[src/rtl/keycode_decoder_if.sv]
// keycode_decoder_if: bundles the keycode PIO, frame strobe and battle enable
// coming from the SoC side together with the control outputs toward the game
// logic (player, npc, projectile, stage_control).
//   master : drives frame_clk, keycode, shoot_enable; observes the controls
//   slave  : the decoder; consumes the inputs and drives the controls
interface keycode_decoder_if #(
  parameter int unsigned NUM_KEYS = 2
);
  logic                  frame_clk;
  logic [8*NUM_KEYS-1:0] keycode;
  logic                  shoot_enable;

  logic                  Player_Up;
  logic                  Player_Left;
  logic                  Player_Right;
  logic                  NPC_Up;
  logic                  NPC_Left;
  logic                  NPC_Right;
  logic                  player_shoot;
  logic                  npc_shoot;
  logic                  Fight;
  logic                  Restart;

  modport master (
    output frame_clk, keycode, shoot_enable,
    input  Player_Up, Player_Left, Player_Right,
    input  NPC_Up, NPC_Left, NPC_Right,
    input  player_shoot, npc_shoot, Fight, Restart
  );

  modport slave (
    input  frame_clk, keycode, shoot_enable,
    output Player_Up, Player_Left, Player_Right,
    output NPC_Up, NPC_Left, NPC_Right,
    output player_shoot, npc_shoot, Fight, Restart
  );
endinterface

[src/rtl/keycode_decoder.sv]
// keycode_decoder: turns the USB HID keycodes written by the NIOS II into
// frame-aligned game controls.
//   Clk    : system clock (50 MHz)
//   Reset  : asynchronous, active-low reset
//   bus    : keycode_decoder_if.slave
//            in  frame_clk (VGA_VS), keycode (8*NUM_KEYS, slot 0 in [7:0]),
//                shoot_enable (battle only)
//            out Player_/NPC_ Up/Left/Right levels, player_shoot/npc_shoot
//                one-Clk pulses, Fight one-Clk pulse, Restart level
// Parameters: NUM_KEYS (key slots), COOLDOWN_FRAMES (frames a shooter is
// blocked after each shot, 0 allowed).
// Optional build macro KEYCODE_AUTOFIRE_EN: a held shoot key re-fires every
// COOLDOWN_FRAMES+1 frames instead of requiring release and re-press.
module keycode_decoder #(
  parameter int unsigned NUM_KEYS        = 2,
  parameter int unsigned COOLDOWN_FRAMES = 30
) (
  input logic              Clk,
  input logic              Reset,
  keycode_decoder_if.slave bus
);

  localparam int unsigned KW = 8 * NUM_KEYS;
  localparam int unsigned CW = (COOLDOWN_FRAMES == 0) ? 1 : $clog2(COOLDOWN_FRAMES + 1);
  localparam logic [CW-1:0] CD_LOAD = CW'(COOLDOWN_FRAMES);
  localparam int unsigned NSH = 2;  // shooter 0 = player, 1 = npc

  localparam logic [7:0] KEY_W     = 8'h1A;
  localparam logic [7:0] KEY_A     = 8'h04;
  localparam logic [7:0] KEY_D     = 8'h07;
  localparam logic [7:0] KEY_SPACE = 8'h2C;
  localparam logic [7:0] KEY_UP    = 8'h52;
  localparam logic [7:0] KEY_LEFT  = 8'h50;
  localparam logic [7:0] KEY_RIGHT = 8'h4F;
  localparam logic [7:0] KEY_KP0   = 8'h62;
  localparam logic [7:0] KEY_ENTER = 8'h28;
  localparam logic [7:0] KEY_R     = 8'h15;

  typedef enum logic [1:0] {
    SH_READY        = 2'd0,
    SH_COOLDOWN     = 2'd1,
    SH_WAIT_RELEASE = 2'd2
  } shoot_state_e;

  // Synchronisers
  logic [KW-1:0] kc_meta_q, kc_sync_q;
  logic [2:0]    fc_q;
  logic          tick_c;

  // Decoded key levels (from the synced keycode)
  logic p_up_c, p_left_c, p_right_c, p_shoot_c;
  logic n_up_c, n_left_c, n_right_c, n_shoot_c;
  logic fight_c, restart_c;
  logic [NSH-1:0] pressed_c;

  // Registered state and outputs
  logic [5:0]     move_q, move_d;          // {P_Up,P_Left,P_Right,N_Up,N_Left,N_Right}
  logic           restart_q, restart_d;
  logic           fight_q, fight_d;
  logic           fight_prev_q, fight_prev_d;
  logic [NSH-1:0] shoot_q, shoot_d;
`ifndef KEYCODE_AUTOFIRE_EN
  logic [NSH-1:0] shoot_prev_q, shoot_prev_d;
`endif
  shoot_state_e   st_q  [NSH];
  shoot_state_e   st_d  [NSH];
  logic [CW-1:0]  cnt_q [NSH];
  logic [CW-1:0]  cnt_d [NSH];

  // True when any non-empty slot carries the given code
  function automatic logic key_hit(input logic [KW-1:0] kc, input logic [7:0] code);
    logic hit;
    hit = 1'b0;
    for (int unsigned i = 0; i < NUM_KEYS; i++) begin
      if ((kc[8*i +: 8] != 8'h00) && (kc[8*i +: 8] == code)) hit = 1'b1;
    end
    return hit;
  endfunction

  // Frame tick: one-Clk pulse on the synced rising edge of frame_clk
  assign tick_c = fc_q[1] & ~fc_q[2];

  // Key decode
  always_comb begin
    p_up_c    = key_hit(kc_sync_q, KEY_W);
    p_left_c  = key_hit(kc_sync_q, KEY_A);
    p_right_c = key_hit(kc_sync_q, KEY_D);
    p_shoot_c = key_hit(kc_sync_q, KEY_SPACE);
    n_up_c    = key_hit(kc_sync_q, KEY_UP);
    n_left_c  = key_hit(kc_sync_q, KEY_LEFT);
    n_right_c = key_hit(kc_sync_q, KEY_RIGHT);
    n_shoot_c = key_hit(kc_sync_q, KEY_KP0);
    fight_c   = key_hit(kc_sync_q, KEY_ENTER);
    restart_c = key_hit(kc_sync_q, KEY_R);
    pressed_c = {n_shoot_c, p_shoot_c};
  end

  // Next-state: everything advances only on the frame tick
  always_comb begin
    move_d       = move_q;
    restart_d    = restart_q;
    fight_d      = 1'b0;
    fight_prev_d = fight_prev_q;
    shoot_d      = '0;
`ifndef KEYCODE_AUTOFIRE_EN
    shoot_prev_d = shoot_prev_q;
`endif
    for (int s = 0; s < int'(NSH); s++) begin
      st_d[s]  = st_q[s];
      cnt_d[s] = cnt_q[s];
    end

    if (tick_c) begin
      // Opposing directions cancel; Up is independent
      move_d = {p_up_c, p_left_c & ~p_right_c, p_right_c & ~p_left_c,
                n_up_c, n_left_c & ~n_right_c, n_right_c & ~n_left_c};
      restart_d    = restart_c;
      fight_d      = fight_c & ~fight_prev_q;
      fight_prev_d = fight_c;
`ifndef KEYCODE_AUTOFIRE_EN
      shoot_prev_d = pressed_c;
`endif

      for (int s = 0; s < int'(NSH); s++) begin
        case (st_q[s])
          SH_READY: begin
`ifdef KEYCODE_AUTOFIRE_EN
            if (pressed_c[s] && bus.shoot_enable) begin
`else
            // Edges seen while disabled are dropped, never deferred
            if (pressed_c[s] && !shoot_prev_q[s] && bus.shoot_enable) begin
`endif
              shoot_d[s] = 1'b1;
              cnt_d[s]   = CD_LOAD;
              st_d[s]    = SH_COOLDOWN;
            end
          end
          SH_COOLDOWN: begin
            if (cnt_q[s] == '0) begin
`ifdef KEYCODE_AUTOFIRE_EN
              // Refire on the exit tick itself so a held key shoots
              // every COOLDOWN_FRAMES+1 frames
              if (pressed_c[s] && bus.shoot_enable) begin
                shoot_d[s] = 1'b1;
                cnt_d[s]   = CD_LOAD;
              end else begin
                st_d[s] = SH_READY;
              end
`else
              st_d[s] = pressed_c[s] ? SH_WAIT_RELEASE : SH_READY;
`endif
            end else begin
              cnt_d[s] = cnt_q[s] - CW'(1);
            end
          end
          SH_WAIT_RELEASE: begin
`ifdef KEYCODE_AUTOFIRE_EN
            st_d[s] = SH_READY;
`else
            if (!pressed_c[s]) st_d[s] = SH_READY;
`endif
          end
          default: st_d[s] = SH_READY;
        endcase
      end
    end
  end

  // All registers
  always_ff @(posedge Clk or negedge Reset) begin
    if (!Reset) begin
      kc_meta_q    <= '0;
      kc_sync_q    <= '0;
      fc_q         <= '0;
      move_q       <= '0;
      restart_q    <= 1'b0;
      fight_q      <= 1'b0;
      fight_prev_q <= 1'b0;
      shoot_q      <= '0;
`ifndef KEYCODE_AUTOFIRE_EN
      shoot_prev_q <= '0;
`endif
      for (int s = 0; s < int'(NSH); s++) begin
        st_q[s]  <= SH_READY;
        cnt_q[s] <= '0;
      end
    end else begin
      kc_meta_q    <= bus.keycode;
      kc_sync_q    <= kc_meta_q;
      fc_q         <= {fc_q[1:0], bus.frame_clk};
      move_q       <= move_d;
      restart_q    <= restart_d;
      fight_q      <= fight_d;
      fight_prev_q <= fight_prev_d;
      shoot_q      <= shoot_d;
`ifndef KEYCODE_AUTOFIRE_EN
      shoot_prev_q <= shoot_prev_d;
`endif
      for (int s = 0; s < int'(NSH); s++) begin
        st_q[s]  <= st_d[s];
        cnt_q[s] <= cnt_d[s];
      end
    end
  end

  assign bus.Player_Up    = move_q[5];
  assign bus.Player_Left  = move_q[4];
  assign bus.Player_Right = move_q[3];
  assign bus.NPC_Up       = move_q[2];
  assign bus.NPC_Left     = move_q[1];
  assign bus.NPC_Right    = move_q[0];
  assign bus.player_shoot = shoot_q[0];
  assign bus.npc_shoot    = shoot_q[1];
  assign bus.Fight        = fight_q;
  assign bus.Restart      = restart_q;

endmodule

[src/flat_wrapper.sv]
// flat-port wrapper written by rule: the top's interface ports become plain ports
module keycode_decoder_flat 
#(
  parameter int unsigned NUM_KEYS        = 2,
  parameter int unsigned COOLDOWN_FRAMES = 30
)
  (Clk, Reset, bus_frame_clk, bus_keycode, bus_shoot_enable, bus_Player_Up, bus_Player_Left, bus_Player_Right, bus_NPC_Up, bus_NPC_Left, bus_NPC_Right, bus_player_shoot, bus_npc_shoot, bus_Fight, bus_Restart);
  keycode_decoder_if #(.NUM_KEYS(NUM_KEYS)) bus_i ();
  input logic Clk;
  input logic Reset;
  input wire logic [$bits(bus_i.frame_clk)-1:0] bus_frame_clk;
  input wire logic [$bits(bus_i.keycode)-1:0] bus_keycode;
  input wire logic [$bits(bus_i.shoot_enable)-1:0] bus_shoot_enable;
  output wire logic [$bits(bus_i.Player_Up)-1:0] bus_Player_Up;
  output wire logic [$bits(bus_i.Player_Left)-1:0] bus_Player_Left;
  output wire logic [$bits(bus_i.Player_Right)-1:0] bus_Player_Right;
  output wire logic [$bits(bus_i.NPC_Up)-1:0] bus_NPC_Up;
  output wire logic [$bits(bus_i.NPC_Left)-1:0] bus_NPC_Left;
  output wire logic [$bits(bus_i.NPC_Right)-1:0] bus_NPC_Right;
  output wire logic [$bits(bus_i.player_shoot)-1:0] bus_player_shoot;
  output wire logic [$bits(bus_i.npc_shoot)-1:0] bus_npc_shoot;
  output wire logic [$bits(bus_i.Fight)-1:0] bus_Fight;
  output wire logic [$bits(bus_i.Restart)-1:0] bus_Restart;
  assign bus_i.frame_clk = bus_frame_clk;
  assign bus_i.keycode = bus_keycode;
  assign bus_i.shoot_enable = bus_shoot_enable;
  assign bus_Player_Up = bus_i.Player_Up;
  assign bus_Player_Left = bus_i.Player_Left;
  assign bus_Player_Right = bus_i.Player_Right;
  assign bus_NPC_Up = bus_i.NPC_Up;
  assign bus_NPC_Left = bus_i.NPC_Left;
  assign bus_NPC_Right = bus_i.NPC_Right;
  assign bus_player_shoot = bus_i.player_shoot;
  assign bus_npc_shoot = bus_i.npc_shoot;
  assign bus_Fight = bus_i.Fight;
  assign bus_Restart = bus_i.Restart;
  keycode_decoder #(.NUM_KEYS(NUM_KEYS), .COOLDOWN_FRAMES(COOLDOWN_FRAMES)) u_core (.Clk(Clk), .Reset(Reset), .bus(bus_i));
endmodule
[config.mk]
export PLATFORM = sky130hd
export DESIGN_NAME = keycode_decoder_flat
export DESIGN_NICKNAME = d
export VERILOG_FILES = /design/src/rtl/keycode_decoder_if.sv /design/src/rtl/keycode_decoder.sv /design/src/flat_wrapper.sv
export SDC_FILE = /design/constraint.sdc
export NUM_CORES = 1
export LEC_CHECK = 0
export ABC_AREA = 0
export BUFFER_PORTS_ARGS = -buffer_cell sky130_fd_sc_hd__buf_4
export CORE_UTILIZATION = 57
export CTS_CLUSTER_DIAMETER = 80
export DETAILED_ROUTE_END_ITERATION = 10
export PLACE_DENSITY = 0.78
export RECOVER_POWER = 25
export SETUP_SLACK_MARGIN = 0.4
export SLEW_MARGIN = 5
export SYNTH_ARGS = -nofsm -noshare
export SYNTH_HDL_FRONTEND = slang
export SYNTH_SLANG_ARGS = --single-unit
[constraint.sdc]
create_clock -name Clk -period 3.6 [get_ports Clk]
set_input_delay 0.18 -clock Clk [delete_from_list [all_inputs] [get_ports Clk]]
set_output_delay 0.18 -clock Clk [all_outputs]
set_load 0.05 [all_outputs]
==> results.ini, run 1 <==
[outcome]
status = finished, final reports clean

[worst_setup_path]
setup.worst_path.start = u_core.st_q[3]
critPathLaunchType = flip-flop
r2r-end = u_core.cnt_q[7]
worstPathRequired_ns = 3.82
endpoint_kind = flip-flop
r2r_slack_ns = 1.54
critPathKind = reg2reg
rr_startpoint = u_core.st_q[3]
critPathArrivalTime_ns = 2.28
r2r_cells = 3
worstPathMaxFanout = 7

[final_layout]
finalInstanceArea_sq_mm = 0.00326
syn2layout_area_growth_pct = 24.1
drive_gt1_share_pct = 21.7
final_core_util_pct = 74.3
nFillCells = 299
diodes = 0
fin_nets = 305

[hold_path]
min_from = bus_shoot_enable
holdPathStages = 3
min_path_type = in2reg
hold-path-endpoint = u_core.shoot_q[1]

[sta]
tightestPinTransition_ns = 1.10
rsz0062_at_grt = no
slew_violations = 0
fin_skew_ns = 0.0127
fin_crit_sh_pct = 57.2
slew_headroom_pct = 26.6
setup_violations = 0
clock.fmax_ghz = 0.485
hold_viol_final = 0
post-route-min-period_ns = 2.06
setup_tns_ns = 0

[global_route]
grt_pass1_wl_mm = 8.67
grt_pass1_vias = 2020
grt_start_max_net_pins = 63
antenna_found_initial = 0
grtUsageTotal_pct = 23.5
globalRouteOverflowTotal = 0

[synth]
yosysTopAreaCellShare_pct = 59.1
synth_top_cell_by_area = dfrtp_1
syn_nets = 252
ys_seq_area_share_pct = 59.1
async_flop_share_pct = 100
synthXorXnorAreaFrac_pct = 0
synth_edf_count = 0
synth_compound_area_share_pct = 14.5
ys_ff_latch = 62
netlist-cell-type-count = 50
synthesis.area_sq_mm = 0.00262
yosys.area_share.simple_pct = 21.4
synth-warning-count = 0
synthCells = 228
muxShareOfSynthArea_pct = 0.381
synth_commonest_cells = dfrtp_1, nand2_1, nor2_1, o21ai_0, inv_1
synth.top_cells.by_area = dfrtp_1, o21ai_0, nand2_1
ys.flop_type = dfrtp_1
avgSynthCellArea_sq_um = 11.5
yosysMostFrequentCell = dfrtp_1
synth_top_family_by_area = simple AND/OR/NAND/NOR gates
synthAdderAreaFrac_pct = 1.91

[clocking]
post-cts-setup-buffers = 0
hold_buffers = 18
htreeDepth = 3
clockRootBuffer = clkbuf_8
ctsResizeCount = 0
path_clk_slew_ns = 0.07
cts_buffers = 9
cts_tree = yes
cts.sinks = 62
cts.path.max_buffers = 2
clock_latency_ns = 0.34

[placement]
place_congestion = 0.874
portBuffers = 29
dpl-instance-area_sq_mm = 0.00288
dpl.hpwl_mm = 3.26

[pwr]
p_int_mw = 1.26
power_switching_uw = 525
comb_power_share_pct = 18.2
swShare_pct = 29.4
p_per_area_mw_per_mm2 = 547
ir_drop_v = 0.000451
pwr-share-seq_pct = 47.9
p_leak_nw = 1.41
clkPwrFrac_pct = 33.9
p_total_mw = 1.78

[detailed_routing]
routedWlPerCell_um = 15.4
dr.pass1.iters = 4
m1WireLength_mm = 2.10
wl_met3_um = 221
routed.top_layer = met4
vias = 1982
drt_iter0_drc = 164
routed_wl_mm = 5.20
remaining_drc_errors = 0
detail-route-antenna-nets = 0
wl_met2_mm = 2.78
vias_per_cell = 5.86

[die]
coreArea_sq_mm = 0.00438
dieArea_sq_mm = 0.00488
start_util_pct = 59.8
chipWidth_um = 69.8
fp.dieH_um = 69.8
io_pins = 30
core.rowCount = 24

[run]
drv_cap = 0

[placed cells by master, fill, tap and decap left out, drive strengths merged, types with 4 or more instances in the layout]
cell type and n:
a31o 4, buf 14, clkbuf 25, clkinv 4, dfrtp 62, dlygate4sd3 18
ha 4, inv 11, nand2 20, nand2b 4, nand3 8, nor2 18
nor3 7, nor3b 4, nor4 4, nor4b 5, o21ai 18, o31ai 4
[cell type report]
| cell class | count | area [sq um] | share of cell area, % |
|---|---|---|---|
| flip-flops and latches | 62 | 1550 | 47.6 |
| multi-input cells | 150 | 1000 | 30.8 |
| repair buffers | 47 | 398 | 12.2 |
| clock buffers | 10 | 138 | 4.23 |
| well taps | 52 | 65.1 | 2.00 |
| clock inverters | 6 | 61.3 | 1.88 |
| inverters | 11 | 41.3 | 1.27 |
[worst max path at each step]
| stage | cells after the start | end |
|---|---|---|
| after floorplan | 4 | u_core.move_q[3] |
| after global placement | 3 | u_core.cnt_q[8] |
| after detailed placement | 3 | u_core.cnt_q[7] |
| after CTS | 3 | u_core.cnt_q[7] |
| after global routing | 3 | u_core.cnt_q[8] |
| final | 3 | u_core.cnt_q[7] |
[flip-flops by register name, summed over array words and instances, names as in the netlist, 2 cells and up]
name,cells
u_core.cnt_q,10
u_core.kc_sync_q,16
u_core.shoot_prev_q,2
u_core.st_q,4
u_core.move_q,6
u_core.kc_meta_q,16
u_core.shoot_q,2
u_core.fc_q,3
[cells by family (layout without fill, tap and decap cells)]
| family | count (synthesis) | in the layout |
|---|---|---|
| flip-flops | 62 | 62 |
| AO/OA/AOI/OAI | 50 | 50 |
| buffers and inverters | 16 | 74 |
| multiplexers | 1 | 1 |
| adder cells (fa/ha/maj) | 4 | 4 |
| AND/OR/NAND/NOR | 95 | 95 |
[metal layers]
metal | GRT usage [%] | vias up
met5 | 0 | -
met4 | 13.6 | 0
met3 | 5.81 | 10
met2 | 40.6 | 57
met1 | 26.2 | 963
li1 | - | 952
[power groups by stage]
stage / sequential [mW] / clock [mW] / combinational [mW]
final: 0.853 / 0.604 / 0.325
after global routing: 0.863 / 0.642 / 0.365
after CTS: 0.849 / 0.612 / 0.324
after detailed placement: 0.862 / 0 / 0.308
after global placement: 0.860 / 0 / 0.294
after floorplan: 0.836 / 0 / 0.242
[per-stage QoR]
stage	hold WS, ns	setup WS (ns)	instances
4_1_cts	0.0943	1.55	338
3_5_place_dp	0.290	1.62	304
5_1_grt	0.132	1.37	338
3_3_place_gp	0.288	1.72	304
6_report	0.112	1.54	338
2_1_floorplan	-0.116	1.83	228
[worst max-delay path, cell delays in order (launching register included)]
cell and delay [ns]:
dfrtp_1 0.44, nor3b_1 0.68, o21ai_0 0.40, a222oi_1 0.43
Power figures use the tool's default switching activity.
==> run 2, diff against run 1 <==
--- a/config.mk
+++ b/config.mk
@@ -5,7 +5,7 @@
 export SDC_FILE = /design/constraint.sdc
 export NUM_CORES = 1
 export LEC_CHECK = 0
-export ABC_AREA = 0
+export ABC_AREA = 1
 export BUFFER_PORTS_ARGS = -buffer_cell sky130_fd_sc_hd__buf_4
 export CORE_UTILIZATION = 57
 export CTS_CLUSTER_DIAMETER = 80
==> constraint.sdc (replaced) <==
create_clock -name Clk -period 2.15 [get_ports Clk]
set_input_delay 0.1075 -clock Clk [delete_from_list [all_inputs] [get_ports Clk]]
set_output_delay 0.1075 -clock Clk [all_outputs]
set_load 0.05 [all_outputs]
==> run 2 against run 1 <==
Effect of this change:
- the flow now finishes with violations (DRC)
- wire length is 0.21% higher
- core utilization is 1.2 points higher
- first-iteration DRC count is 21% lower
- die area is 2.1% higher
- hold slack better by 0.065 ns
- via count is 5.3% higher
- register-to-register slack worse by 0.87 ns
- maximum frequency is 39% higher
- design area is 3.0% higher
- worst setup slack worse by 0.87 ns
- synthesized area is 2.2% higher
- critical path depth is 6 higher
- critical endpoint is now u_core.st_q[2]
==> results.ini, run 2 <==
[global_route]
busiest_layer = met2
globalRouteOverflowTotal = 0
globalRouteMet2Util_pct = 39.9
grt_start_max_net_pins = 63
use_met1_pct = 29.6
grt_use_met3_pct = 7.26
grt_pass1_wl_mm = 9.11
antenna_found_initial = 0
grt_pass1_vias = 2146
grtUsageTotal_pct = 24.2

[synth]
synthCells = 290
yosysMostFrequentCell = nand2_1
avgSynthCellArea_sq_um = 9.25
ys.flop_type = dfrtp_1
ys_ff_latch = 62
synthesis.area_sq_mm = 0.00268
async_flop_share_pct = 100
synth_commonest_cells = nand2_1, dfrtp_1, nor2_1
netlist-cell-type-count = 24
synth.top_cells.by_area = dfrtp_1, nand2_1, nor2_1
syn_nets = 314
synth-warning-count = 0
yosysTopAreaCellShare_pct = 57.9
synth_edf_count = 0
ys_seq_area_share_pct = 57.9
synth_top_cell_by_area = dfrtp_1

[sta]
rsz0062_at_grt = no
fin_skew_ns = 0.0111
post-route-min-period_ns = 1.48
clock.fmax_ghz = 0.676
tightestPinTransition_ns = 0.729
slew_violations = 0
slew_headroom_pct = 51.4
setup_tns_ns = 0
hold_viol_final = 0
fin_crit_sh_pct = 68.8
setup_violations = 0

[worst_setup_path]
slowest_delay_ns = 0.42
endpoint_kind = flip-flop
critPathArrivalTime_ns = 1.70
worstPathMaxFanout = 4
worstPathRequired_ns = 2.38
critPathKind = reg2reg
cp_slowest_cell = dfrtp_1
crit_chain = inv_1 > ha_1 > nand2_1 > nor2_1 > nor2_1 > a21oi_1 > nand2_1 > nand2_1 > nand2_1
critPathLaunchType = flip-flop
crit_path_frequent_cell = nand2_1

[final_layout]
fin_nets = 371
drive_gt1_share_pct = 20.5
final_common_cell = nand2_1
multi_input_area_sq_um = 986
top_regs = u_core.kc_meta_q (16), u_core.kc_sync_q (16), u_core.cnt_q (10)
nFillCells = 308
syn2layout_area_growth_pct = 25.1
diodes = 0
seq_area_sq_mm = 0.00155
final_cell_mix = nand2_1, dfrtp_1, nor2_1

[outcome]
status = finished, violations left
violations = DRC

[die]
core.rowCount = 24
chipWidth_um = 70.6
dieArea_sq_mm = 0.00498
start_util_pct = 60.3
fp.dieH_um = 70.6
coreArea_sq_mm = 0.00444
io_pins = 30

[placement]
place_congestion = 0.876
portBuffers = 29
dpl.hpwl_mm = 3.48

[pwr]
p_per_area_mw_per_mm2 = 847
ir_drop_v = 0.000540
p_leak_nw = 1.69
p_total_mw = 2.84

[clocking]
htreeDepth = 3
clockRootBuffer = clkbuf_8
cts.path.max_buffers = 2
cts.sinks = 62
ctsResizeCount = 0
clock_latency_ns = 0.34
path_clk_slew_ns = 0.07
cts_tree = yes
cts_buffers = 9
post-cts-setup-buffers = 0

[detailed_routing]
routedWlPerCell_um = 12.9
drt_iter0_drc = 130
vias = 2087
vias_per_cell = 5.17
remaining_drc_errors = 2
dr.pass1.iters = 7
routed_wl_mm = 5.21
detail-route-antenna-nets = 0

[run]
drv_cap = 0

[hold_path]
min_path_type = in2reg

==> run 2: changes by cell type after synthesis, moves of 7 or more <==
| cell | previous run | this run |
|---|---|---|
| nand2_1 | 20 | 76 |
| inv_1 | 11 | 30 |
| nor2_1 | 18 | 31 |
| nand3_1 | 8 | 20 |
| o21ai_0 | 18 | 7 |
| nand4_1 | 1 | 9 |
| a21oi_1 | 2 | 9 |
==> run 2: what timing repair did <==
item,4_1_cts,5_1_grt
endpoints found under the setup margin,0,0
hold buffers,18,0
endpoints found under the hold margin,79,0
==> run 2: cell type report <==
type,instances,share of cell area (%)
clock inverter,5,2.50
multi-input combinational,190,29.4
inverter,37,4.14
timing repair buffer,47,11.9
clock buffer,11,3.92
tap,52,1.94
sequential,62,46.3
==> run 2: kinds of logic after synthesis <==
kind of cell	after synthesis	synth area share, %
flip-flops	62	57.9
AO/OA/AOI/OAI	23	5.51
buffers and inverters	38	5.37
adder cells (fa/ha/maj)	4	1.87
AND/OR/NAND/NOR	163	29.4
==> run 2: through the flow <==
| stage | worst slack, ns | hold WS [ns] | instances | area, sq um | utilization, % |
|---|---|---|---|---|---|
| floorplan | 0.890 | -0.188 | 290 | 2680 | - |
| global placement | 0.722 | 0.214 | 370 | 2960 | 66.6 |
| detailed placement | 0.691 | 0.217 | 370 | 2960 | 66.6 |
| CTS | 0.677 | 0.170 | 404 | 3350 | 75.5 |
| global route | 0.513 | 0.184 | 404 | 3350 | 75.5 |
| finish | 0.671 | 0.177 | 404 | 3350 | 75.5 |
==> run 2: power breakdown <==
| part | internal (mW) | switching (mW) | leakage (nW) |
|---|---|---|---|
| registers | 1.26 | 0.0739 | 0.771 |
| logic | 0.151 | 0.256 | 0.817 |
| clock network | 0.655 | 0.445 | 0.0998 |
| total | 2.07 | 0.775 | 1.69 |
==> run 2: path summary, 6_finish.rpt <==
| path | start | end | slack (ns) | cells past startpoint |
|---|---|---|---|---|
| worst max register to register | u_core.cnt_q[5] | u_core.st_q[2] | 0.67 | 9 |
| max in group asynchronous | Reset | u_core.cnt_q[9] | 1.30 | 2 |
| min in group asynchronous | Reset | u_core.kc_sync_q[13] | 0.37 | 2 |
| worst max-delay path | u_core.cnt_q[5] | u_core.st_q[2] | 0.67 | 9 |
| worst min-delay path | bus_shoot_enable | u_core.shoot_q[0] | 0.18 | 5 |
| worst min register to register | u_core.kc_meta_q[14] | u_core.kc_sync_q[14] | 0.35 | 0 |
==> run 2: routing by layer <==
layer  part of all wire (%)  vias to the layer above
li1                       -                     1034
met1                     44                      997
met2                     51                       50
met3                    4.5                        6
met4                   0.98                        0
met5                      0                        -
==> run 2: worst max-delay path: cells and delay by family (launching register included) <==
family          cells  cell delay [ns]
compound gates      1             0.15
fa+ha+maj           1             0.15
buf+inv             1             0.10
flops               1             0.42
simple gates        6             0.54
==> run 3, diff against run 2 <==
==> constraint.sdc (replaced) <==
create_clock -name Clk -period 1.5 [get_ports Clk]
set_input_delay 0.075 -clock Clk [delete_from_list [all_inputs] [get_ports Clk]]
set_output_delay 0.075 -clock Clk [all_outputs]
set_load 0.05 [all_outputs]
==> run 3 against run 2 <==
Effect of this change:
- the flow still finishes with violations (DRC)
- sequential power rose by 46%
- maximum frequency is 0.20% lower
- sequential cell count unchanged
- critical path type unchanged
- largest cell class unchanged
- highest routed layer unchanged
==> results.ini, run 3 (synthesis results as in run 2) <==
[placement]
place_congestion = 0.902
portBuffers = 29
dpl-instance-area_sq_mm = 0.00299
dp_slack_ns = 0.0467
dpl.hpwl_mm = 3.33

[detailed_routing]
vias_per_cell = 5.53
detail-route-antenna-nets = 0
vias = 2399
dr.pass1.iters = 8
routed_wl_mm = 6.60
remaining_drc_errors = 4
drt_iter0_drc = 194
routedWlPerCell_um = 15.2

[sta]
setup_violations = 0
fin_crit_sh_pct = 98.8
fin_skew_ns = 0.00723
setup_slack_ns = 0.0184
post-route-min-period_ns = 1.48
tightestPinTransition_ns = 0.358
hold_viol_final = 0
setup_tns_ns = 0
clock.fmax_ghz = 0.675
rsz0062_at_grt = yes
slew_headroom_pct = 76.1
slew_violations = 0

[clocking]
cts.sinks = 62
clockRootBuffer = clkbuf_8
cts.path.max_buffers = 2
htreeDepth = 3
path_clk_slew_ns = 0.07
cts_tree = yes
cts_buffers = 9
clock_latency_ns = 0.34

[global_route]
antenna_found_initial = 0
globalRouteOverflowTotal = 0
grt_pass1_vias = 2247
grtUsageTotal_pct = 26.2
grt_pass1_wl_mm = 9.76
grt_start_max_net_pins = 37

[worst_setup_path]
worstPathRequired_ns = 1.74
endpoint_kind = flip-flop
critPathArrivalTime_ns = 1.72
worstPathMaxFanout = 8
critPathKind = reg2reg
critPathLaunchType = flip-flop

[die]
fp.dieH_um = 70.6
dieArea_sq_mm = 0.00498
start_util_pct = 60.3
io_pins = 30
coreArea_sq_mm = 0.00444
chipWidth_um = 70.6
core.rowCount = 24

[final_layout]
top_regs = u_core.kc_meta_q (16), u_core.kc_sync_q (16), u_core.cnt_q (10)
nFillCells = 213
syn2layout_area_growth_pct = 41.8
finalInstanceArea_sq_mm = 0.00380
multi_input_area_sq_mm = 0.00119
final_core_util_pct = 85.5
drive_gt1_share_pct = 37.2
final_common_cell = dfrtp_1
diodes = 0
final_cell_mix = dfrtp_1, nand2_1, buf_4
seq_area_sq_mm = 0.00155
fin_nets = 401

[hold_path]
min_path_type = in2async

[run]
drv_cap = 0

[pwr]
clkPwrFrac_pct = 35.2
power_switching_mw = 1.22
p_leak_nw = 1.87
p_per_area_mw_per_mm2 = 1090
pwr-share-seq_pct = 46.7
p_int_mw = 2.93
swShare_pct = 29.5
ir_drop_v = 0.000740
comb_power_share_pct = 18.1

[outcome]
violations = DRC
status = finished, violations left

[run 3: metrics by stage]
step | total power [mW] | cells | hold WS [ns]
final | 4.15 | 434 | 0.201
after CTS | 4.07 | 425 | 0.155
after floorplan | 2.31 | 290 | -0.221
after detailed placement | 2.51 | 372 | 0.00608
after global placement | 2.49 | 372 | 0.0100
after global routing | 4.34 | 434 | 0.225
[run 3: timing repair]
item / in CTS / in global routing
setup endpoints to repair: 27 / 27
pin swaps: 16 / 17
gates resized for setup: 30 / 32
setup buffers: 19 / 9
endpoints found under the hold margin: 79 / 0
hold buffers: 18 / 0
[run 3: final timing paths]
path,from,endpoint,slack (ns),cells after the start
setup / recovery,u_core.kc_sync_q[1],u_core.cnt_q[0],0.02,10
hold / removal,Reset,u_core.fight_prev_q,0.20,2
setup reg to reg,u_core.kc_sync_q[1],u_core.cnt_q[0],0.02,10
hold reg to reg,u_core.kc_meta_q[6],u_core.kc_sync_q[6],0.35,0
max in group asynchronous,Reset,u_core.kc_sync_q[5],0.79,3
min in group Clk,bus_shoot_enable,u_core.shoot_q[0],0.29,6
[run 3: worst max-delay path, stage by stage (launching register included)]
cell and delay [ns]:
dfrtp_1 0.41, buf_6 0.12, nand2_2 0.06, nor2_4 0.12, nand2_2 0.10, nand2_4 0.11
nand3_4 0.10, nand2_8 0.13, nand2_8 0.07, nand2_1 0.09, nand2_1 0.06
[run 3: layer usage]
metal / vias to the layer above / share of wire [%] / GRT usage [%]
li1: 1103 / - / -
met4: 0 / 3.7 / 16.4
met5: - / 0 / 0
met3: 26 / 6.9 / 9.83
met2: 115 / 50 / 42.2
met1: 1155 / 40 / 29.9
[run 3: final cells by class]
type | count | area share, %
clock buffer | 11 | 3.72
clock inverter | 5 | 1.55
inverter | 37 | 3.69
multi-input combinational | 190 | 31.3
sequential | 62 | 40.8
tap | 52 | 1.71
timing repair buffer | 77 | 17.2
[run 3: power groups by stage]
stage / Combinational [mW] / Clock [mW] / Sequential [mW]
floorplan: 0.361 / 0 / 1.95
global placement: 0.552 / 0 / 1.93
detailed placement: 0.573 / 0 / 1.94
CTS: 0.672 / 1.49 / 1.91
global route: 0.839 / 1.55 / 1.95
finish: 0.753 / 1.46 / 1.94
